--- config.mk ---
export PLATFORM = sky130hd
export DESIGN_NAME = mcp4922_dac_tx_flat
export DESIGN_NICKNAME = d
export VERILOG_FILES = /design/src/rtl/mcp4922_dac_tx_if.sv /design/src/rtl/mcp4922_dac_tx.sv /design/src/flat_wrapper.sv
export SDC_FILE = /design/constraint.sdc
export NUM_CORES = 1
export LEC_CHECK = 0
export ABC_CLOCK_PERIOD_IN_PS = 2200
export CAP_MARGIN = 20
export CELL_PAD_IN_SITES_DETAIL_PLACEMENT = 0
export CELL_PAD_IN_SITES_GLOBAL_PLACEMENT = 1
export CORE_MARGIN = 2
export CORE_UTILIZATION = 43
export CTS_BUF_LIST = sky130_fd_sc_hd__clkbuf_4 sky130_fd_sc_hd__clkbuf_8
export DETAILED_ROUTE_END_ITERATION = 8
export PLACE_DENSITY_LB_ADDON = 0.1
export SYNTH_ARGS = -nofsm -noshare
export SYNTH_HDL_FRONTEND = slang
export SYNTH_SLANG_ARGS = --single-unit
--- constraint.sdc ---
create_clock -name CLK12M -period 2.2 [get_ports CLK12M]
set_input_delay 0.44 -clock CLK12M [delete_from_list [all_inputs] [get_ports CLK12M]]
set_output_delay 0.44 -clock CLK12M [all_outputs]
set_load 0.02 [all_outputs]
--- src/rtl/mcp4922_dac_tx_if.sv ---
// Write port of the MCP4922 transmitter: one 12-bit code per cycle, tagged with its channel.
interface mcp4922_dac_tx_if;
  logic        in_valid;
  logic        in_ch;
  logic [11:0] in_data;
  logic        in_ready;

  modport master (output in_valid, output in_ch, output in_data, input in_ready);
  modport slave  (input in_valid, input in_ch, input in_data, output in_ready);
endinterface

--- src/rtl/mcp4922_dac_tx.sv ---
// Dual-channel SPI transmitter for the MCP4922 DAC. Pending codes are sent as
// 16-bit mode-0 frames, then a single LDAC pulse updates both outputs together.
module mcp4922_dac_tx #(
  parameter int unsigned HALF_DIV = 6,
  parameter bit          GAIN_1X  = 1'b1,
  parameter bit          VREF_BUF = 1'b0
) (
  input  logic            CLK12M,
  input  logic            rst,
  mcp4922_dac_tx_if.slave wr,
  output logic            busy,
  output logic            done,
  output logic            cs_n,
  output logic            sck,
  output logic            sdi,
  output logic            ldac_n
);

  localparam logic [7:0] HALF_RELOAD = 8'(HALF_DIV - 1);

  typedef enum logic [2:0] {IDLE, LOAD, SHIFT, CS_GAP, LDAC, FIN} state_t;

  state_t      state, state_nxt;
  logic [11:0] code_a, code_b;
  logic        pend_a, pend_b;
  logic [15:0] shreg, shreg_nxt;
  logic [7:0]  hcnt, hcnt_nxt;
  logic [4:0]  bcnt, bcnt_nxt;
  logic        cs_n_nxt, sck_nxt, sdi_nxt, ldac_n_nxt, done_nxt;
  logic        load_b;
  logic        half_end;

  function automatic logic [15:0] frame_word(input logic ch, input logic [11:0] code);
    return {ch, VREF_BUF, GAIN_1X, 1'b1, code};
  endfunction

  assign wr.in_ready = !rst;
  assign load_b      = !pend_a;
  assign half_end    = (hcnt == 8'd0);
  assign busy        = (state != IDLE && state != FIN) || pend_a || pend_b;

  // Pending codes carry no reset; only their flags do.
  always_ff @(posedge CLK12M) begin
    if (wr.in_valid && !rst) begin
      if (wr.in_ch) code_b <= wr.in_data;
      else          code_a <= wr.in_data;
    end
  end

  // A write in the LOAD cycle is ordered after the clear so it stays pending.
  always_ff @(posedge CLK12M) begin
    if (rst) begin
      pend_a <= 1'b0;
      pend_b <= 1'b0;
    end else begin
      if (state == LOAD && !load_b) pend_a <= 1'b0;
      if (state == LOAD &&  load_b) pend_b <= 1'b0;
      if (wr.in_valid) begin
        if (wr.in_ch) pend_b <= 1'b1;
        else          pend_a <= 1'b1;
      end
    end
  end

  always_ff @(posedge CLK12M) begin
    shreg <= shreg_nxt;
    if (rst) begin
      state  <= IDLE;
      hcnt   <= 8'd0;
      bcnt   <= 5'd0;
      cs_n   <= 1'b1;
      sck    <= 1'b0;
      sdi    <= 1'b0;
      ldac_n <= 1'b1;
      done   <= 1'b0;
    end else begin
      state  <= state_nxt;
      hcnt   <= hcnt_nxt;
      bcnt   <= bcnt_nxt;
      cs_n   <= cs_n_nxt;
      sck    <= sck_nxt;
      sdi    <= sdi_nxt;
      ldac_n <= ldac_n_nxt;
      done   <= done_nxt;
    end
  end

  always_comb begin
    state_nxt  = state;
    shreg_nxt  = shreg;
    hcnt_nxt   = hcnt;
    bcnt_nxt   = bcnt;
    cs_n_nxt   = cs_n;
    sck_nxt    = sck;
    sdi_nxt    = sdi;
    ldac_n_nxt = ldac_n;
    done_nxt   = 1'b0;
    unique case (state)
      IDLE: begin
        if (pend_a || pend_b) state_nxt = LOAD;
      end
      LOAD: begin
        shreg_nxt = frame_word(load_b, load_b ? code_b : code_a);
        sdi_nxt   = shreg_nxt[15];
        cs_n_nxt  = 1'b0;
        sck_nxt   = 1'b0;
        hcnt_nxt  = HALF_RELOAD;
        bcnt_nxt  = 5'd0;
        state_nxt = SHIFT;
      end
      SHIFT: begin
        if (!half_end) begin
          hcnt_nxt = hcnt - 8'd1;
        end else begin
          hcnt_nxt = HALF_RELOAD;
          if (!sck) begin
            sck_nxt = 1'b1;
          end else begin
            sck_nxt  = 1'b0;
            bcnt_nxt = bcnt + 5'd1;
            // The 16th falling edge ends the frame; sdi keeps the last bit.
            if (bcnt == 5'd15) begin
              cs_n_nxt  = 1'b1;
              state_nxt = CS_GAP;
            end else begin
              shreg_nxt = {shreg[14:0], 1'b0};
              sdi_nxt   = shreg[14];
            end
          end
        end
      end
      CS_GAP: begin
        if (!half_end) begin
          hcnt_nxt = hcnt - 8'd1;
        end else if (pend_a || pend_b) begin
          state_nxt = LOAD;
        end else begin
          ldac_n_nxt = 1'b0;
          hcnt_nxt   = HALF_RELOAD;
          state_nxt  = LDAC;
        end
      end
      LDAC: begin
        if (!half_end) begin
          hcnt_nxt = hcnt - 8'd1;
        end else begin
          ldac_n_nxt = 1'b1;
          done_nxt   = 1'b1;
          state_nxt  = FIN;
        end
      end
      FIN: begin
        state_nxt = IDLE;
      end
      default: begin
        state_nxt = IDLE;
      end
    endcase
  end

endmodule

--- src/flat_wrapper.sv ---
// flat-port wrapper written by rule: the top's interface ports become plain ports
module mcp4922_dac_tx_flat 
#(
  parameter int unsigned HALF_DIV = 6,
  parameter bit          GAIN_1X  = 1'b1,
  parameter bit          VREF_BUF = 1'b0
)
  (CLK12M, rst, busy, done, cs_n, sck, sdi, ldac_n, wr_in_valid, wr_in_ch, wr_in_data, wr_in_ready);
  mcp4922_dac_tx_if wr_i ();
  input  logic CLK12M;
  input  logic rst;
  output logic busy;
  output logic done;
  output logic cs_n;
  output logic sck;
  output logic sdi;
  output logic ldac_n;
  input wire logic [$bits(wr_i.in_valid)-1:0] wr_in_valid;
  input wire logic [$bits(wr_i.in_ch)-1:0] wr_in_ch;
  input wire logic [$bits(wr_i.in_data)-1:0] wr_in_data;
  output wire logic [$bits(wr_i.in_ready)-1:0] wr_in_ready;
  assign wr_i.in_valid = wr_in_valid;
  assign wr_i.in_ch = wr_in_ch;
  assign wr_i.in_data = wr_in_data;
  assign wr_in_ready = wr_i.in_ready;
  mcp4922_dac_tx #(.HALF_DIV(HALF_DIV), .GAIN_1X(GAIN_1X), .VREF_BUF(VREF_BUF)) u_core (.CLK12M(CLK12M), .rst(rst), .wr(wr_i), .busy(busy), .done(done), .cs_n(cs_n), .sck(sck), .sdi(sdi), .ldac_n(ldac_n));
endmodule
==> impl_metrics.json <==
{
  "crit_path_max_fanout": 3,
  "grt_antenna_before_repair": 0,
  "dieWidth_um": 83.8,
  "grt.overflow.total": 0,
  "p_comb_frac": 0.342,
  "global_route_wire_length_before_repair_um": 9050,
  "avgSynthCellArea_um2": 11.5,
  "synth.area.mux_share": 0.0475,
  "grt_max_degree": 17,
  "synth_top_family_by_area": "simple AND/OR/NAND/NOR gates",
  "synthesis.yosys.warnings": 0,
  "n_antenna_cell": 0,
  "synth_fp_nets": 258,
  "grt_pass1_vias": 1789,
  "most_frequent_standard_cell_in_the_layout_excluding_fill_and_tap_cells": "sky130_fd_sc_hd__edfxtp_1",
  "final_cell_count_no_fill": 353,
  "mappedNetlistArea_um2": 2740,
  "drc_errors": 0,
  "holdBufCountCts": 0,
  "power.static_leakage_uw": 0.00113,
  "totalWireLength_um": 5440,
  "synthArstFlopShare": 0,
  "min_period_ns": 2.01,
  "timing.max_cap.violations": 0,
  "via_count": 1895,
  "ir_worst_vdd_uv": 525,
  "worst_pin_slew_ns": 0.625,
  "fin_nets": 290,
  "synthTopCellsByArea": "sky130_fd_sc_hd__edfxtp_1, sky130_fd_sc_hd__dfxtp_1, sky130_fd_sc_hd__mux2i_1",
  "area_delta_synth_final_pct": 19.2,
  "synth_top_flop_cell": "sky130_fd_sc_hd__edfxtp_1",
  "global_route.peak_usage_layer": "met1",
  "tritoncts": "built",
  "count_of_standard_cell_rows": 29,
  "yosysUniqueCellTypes": 52,
  "slew_headroom": 0.584,
  "post_dp_cell_area_um2": 3090,
  "grt_util_all_layers": 0.169,
  "post_cts.resized_instances": 3,
  "antenna_left": 0,
  "number_of_clock_sinks_seen_by_cts": 62,
  "clock_latency_ns": 0.34,
  "groute.layer.met3.usage": 0.0445,
  "setup.worst_path.start_class": "primary input",
  "fin_worst_skew_ns": 0.00534,
  "share_seq_of_total_power": 0.438,
  "yosys.area_share.simple": 0.163,
  "fmax_ghz": 0.497,
  "timing.final.max_slew_violations": 0,
  "synth_seq_cells": 62,
  "period_share": 0.914,
  "most_frequent_cells_in_the_layout": "sky130_fd_sc_hd__edfxtp_1, sky130_fd_sc_hd__nand2_1, sky130_fd_sc_hd__o21ai_0, sky130_fd_sc_hd__clkdlybuf4s50_1, sky130_fd_sc_hd__dfxtp_1",
  "placeableCoreArea_um2": 6240,
  "fp.dieH_um": 83.8,
  "dp.final_hpwl_um": 3740,
  "clock_tree.buffer_depth": 2,
  "gr-usage-met1": 0.245,
  "intPower_uw": 2490,
  "p_clk_frac": 0.219,
  "design.portCount": 23,
  "synthesis.instances": 239,
  "post-cts-setup-buffers": 0,
  "fraction_of_met2_tracks_used_by_global_routing": 0.235,
  "dp.cells": 337,
  "fin_tns_setup_ns": 0,
  "setup_viol": 0,
  "first_pass_iters": 4,
  "synth_enable_flop_cells": 39,
  "final_hold_viol_count": 0,
  "run_status": "finished clean",
  "detail_route.wl_per_cell_um": 15.4,
  "switching_power_uw": 1410,
  "ctsRootBufferMaster": "sky130_fd_sc_hd__clkbuf_8",
  "setup_repair_after_global_routing_missed_its_margin": "no",
  "compound_cell_area_share_of_the_yosys_netlist": 0.145,
  "post_synth_xor_area_fraction": 0.00639,
  "drive_above_1_share": 0.145,
  "synth_seq_area_share": 0.595,
  "power.density_cell_area_nw_per_um2": 1190,
  "critPathRequiredTime_ns": 1.76,
  "initial_core_util": 0.439,
  "min_path_type": "reg2reg",
  "synth-adder-area-share": 0.0137,
  "finish.instance_area_um2": 3270,
  "placement.io_buffers": 22,
  "cts.htree.levels": 3,
  "timing_worst_setup_path_type": "in2out",
  "power.switching_fraction": 0.361,
  "routed_via_density": 5.37,
  "die_area_um2": 7030,
  "synthDominantAreaCellType": "sky130_fd_sc_hd__edfxtp_1",
  "numCtsBuffers": 9,
  "gp_congestion": 0.849,
  "first_iter_violations": 111,
  "synth_largest_type_area_fraction": 0.427,
  "clkTransAtPathRegs_ns": 0.07,
  "category_of_the_worst_setup_path_capture_point": "primary output",
  "cp.arrival_ns": 1.57
}
## registers in the layout, summed over array words and instances (netlist names)
register       flops
u_core.pend_b      1
u_core.pend_a      1
u_core.sdi         1
u_core.bcnt        5
u_core.code_a     12
u_core.ldac_n      1
u_core.sck         1
u_core.cs_n        1
u_core.code_b     12
u_core.shreg      15
u_core.state       3
u_core.done        1
u_core.hcnt        8
## worst paths after layout
kind | from | to | cells after the start | slack (ns)
worst min register to register | u_core.ldac_n$_SDFFE_PP1P_ | u_core.ldac_n$_SDFFE_PP1P_ | 1 | 0.47
worst max-delay path | rst | wr_in_ready | 3 | 0.19
worst max register to register | u_core.bcnt[0]$_SDFFE_PP0P_ | u_core.ldac_n$_SDFFE_PP1P_ | 7 | 0.22
worst min-delay path | u_core.ldac_n$_SDFFE_PP1P_ | u_core.ldac_n$_SDFFE_PP1P_ | 1 | 0.47
## per-stage QoR
stage	setup slack (ns)	total power [µW]	hold WS, ns	util
floorplan	0.166	2600	0.448	-
detailed placement	0.164	3070	0.453	0.496
finish	0.189	3890	0.465	0.523
CTS	0.164	3930	0.474	0.523
global route	0.00426	4170	0.490	0.523
global placement	0.167	3060	0.451	0.496
## power groups by stage
| stage | clock (µW) | combinational, µW | sequential (µW) |
|---|---|---|---|
| floorplan | 0 | 910 | 1690 |
| global placement | 0 | 1350 | 1720 |
| detailed placement | 0 | 1340 | 1720 |
| CTS | 883 | 1340 | 1700 |
| global route | 945 | 1480 | 1740 |
| finish | 853 | 1330 | 1710 |
## Yosys cell counts, types with 2 or more instances
library cell               count
sky130_fd_sc_hd__nor2_1       11
sky130_fd_sc_hd__a211o_1       2
sky130_fd_sc_hd__a21o_1        2
sky130_fd_sc_hd__a211oi_1      2
sky130_fd_sc_hd__nor3b_1       2
sky130_fd_sc_hd__inv_1         6
sky130_fd_sc_hd__clkbuf_1      6
sky130_fd_sc_hd__o31ai_1       2
sky130_fd_sc_hd__dfxtp_1      23
sky130_fd_sc_hd__nand3_1       6
sky130_fd_sc_hd__ha_1          3
sky130_fd_sc_hd__nand4_1       2
sky130_fd_sc_hd__nor3b_2       2
sky130_fd_sc_hd__o21ai_0      21
sky130_fd_sc_hd__buf_2         6
sky130_fd_sc_hd__o211ai_1      5
sky130_fd_sc_hd__and3_1        2
sky130_fd_sc_hd__nand2_1      21
sky130_fd_sc_hd__a31oi_1       4
sky130_fd_sc_hd__and2_1        4
sky130_fd_sc_hd__or3b_2        3
sky130_fd_sc_hd__mux2i_1      13
sky130_fd_sc_hd__nor3_1        4
sky130_fd_sc_hd__a21oi_1      14
sky130_fd_sc_hd__edfxtp_1     39
sky130_fd_sc_hd__or3_1         2
sky130_fd_sc_hd__nand2b_1      6
sky130_fd_sc_hd__o21a_1        2
## final cells by class
type,count,area [µm²]
Sequential cell,62,1630
Fill cell,580,2980
Inverter,7,26.3
Tap cell,77,96.3
Clock inverter,6,38.8
Multi-Input combinational cell,158,1040
Timing Repair Buffer,33,302
Clock buffer,10,131
## critical path, stage by stage
cell and delay [ns]:
sky130_fd_sc_hd__clkdlybuf4s50_1 0.48, sky130_fd_sc_hd__clkinv_1 0.10, sky130_fd_sc_hd__clkdlybuf4s50_1 0.55
## per-layer routing
layer,share of wire,vias to the layer above
met2,0.43,26
met3,0.030,7
li1,-,962
met5,0,-
met1,0.53,900
met4,0.012,0
## cells by family (layout without fill, tap and decap cells)
kind of cell / after synthesis / in the layout
compound gates: 63 / 63
xor+xnor: 2 / 2
buf+inv: 19 / 56
mux: 13 / 13
fa+ha+maj: 3 / 3
simple gates: 77 / 77
flops: 62 / 62
No activity file was read; power rests on OpenSTA's default activity.
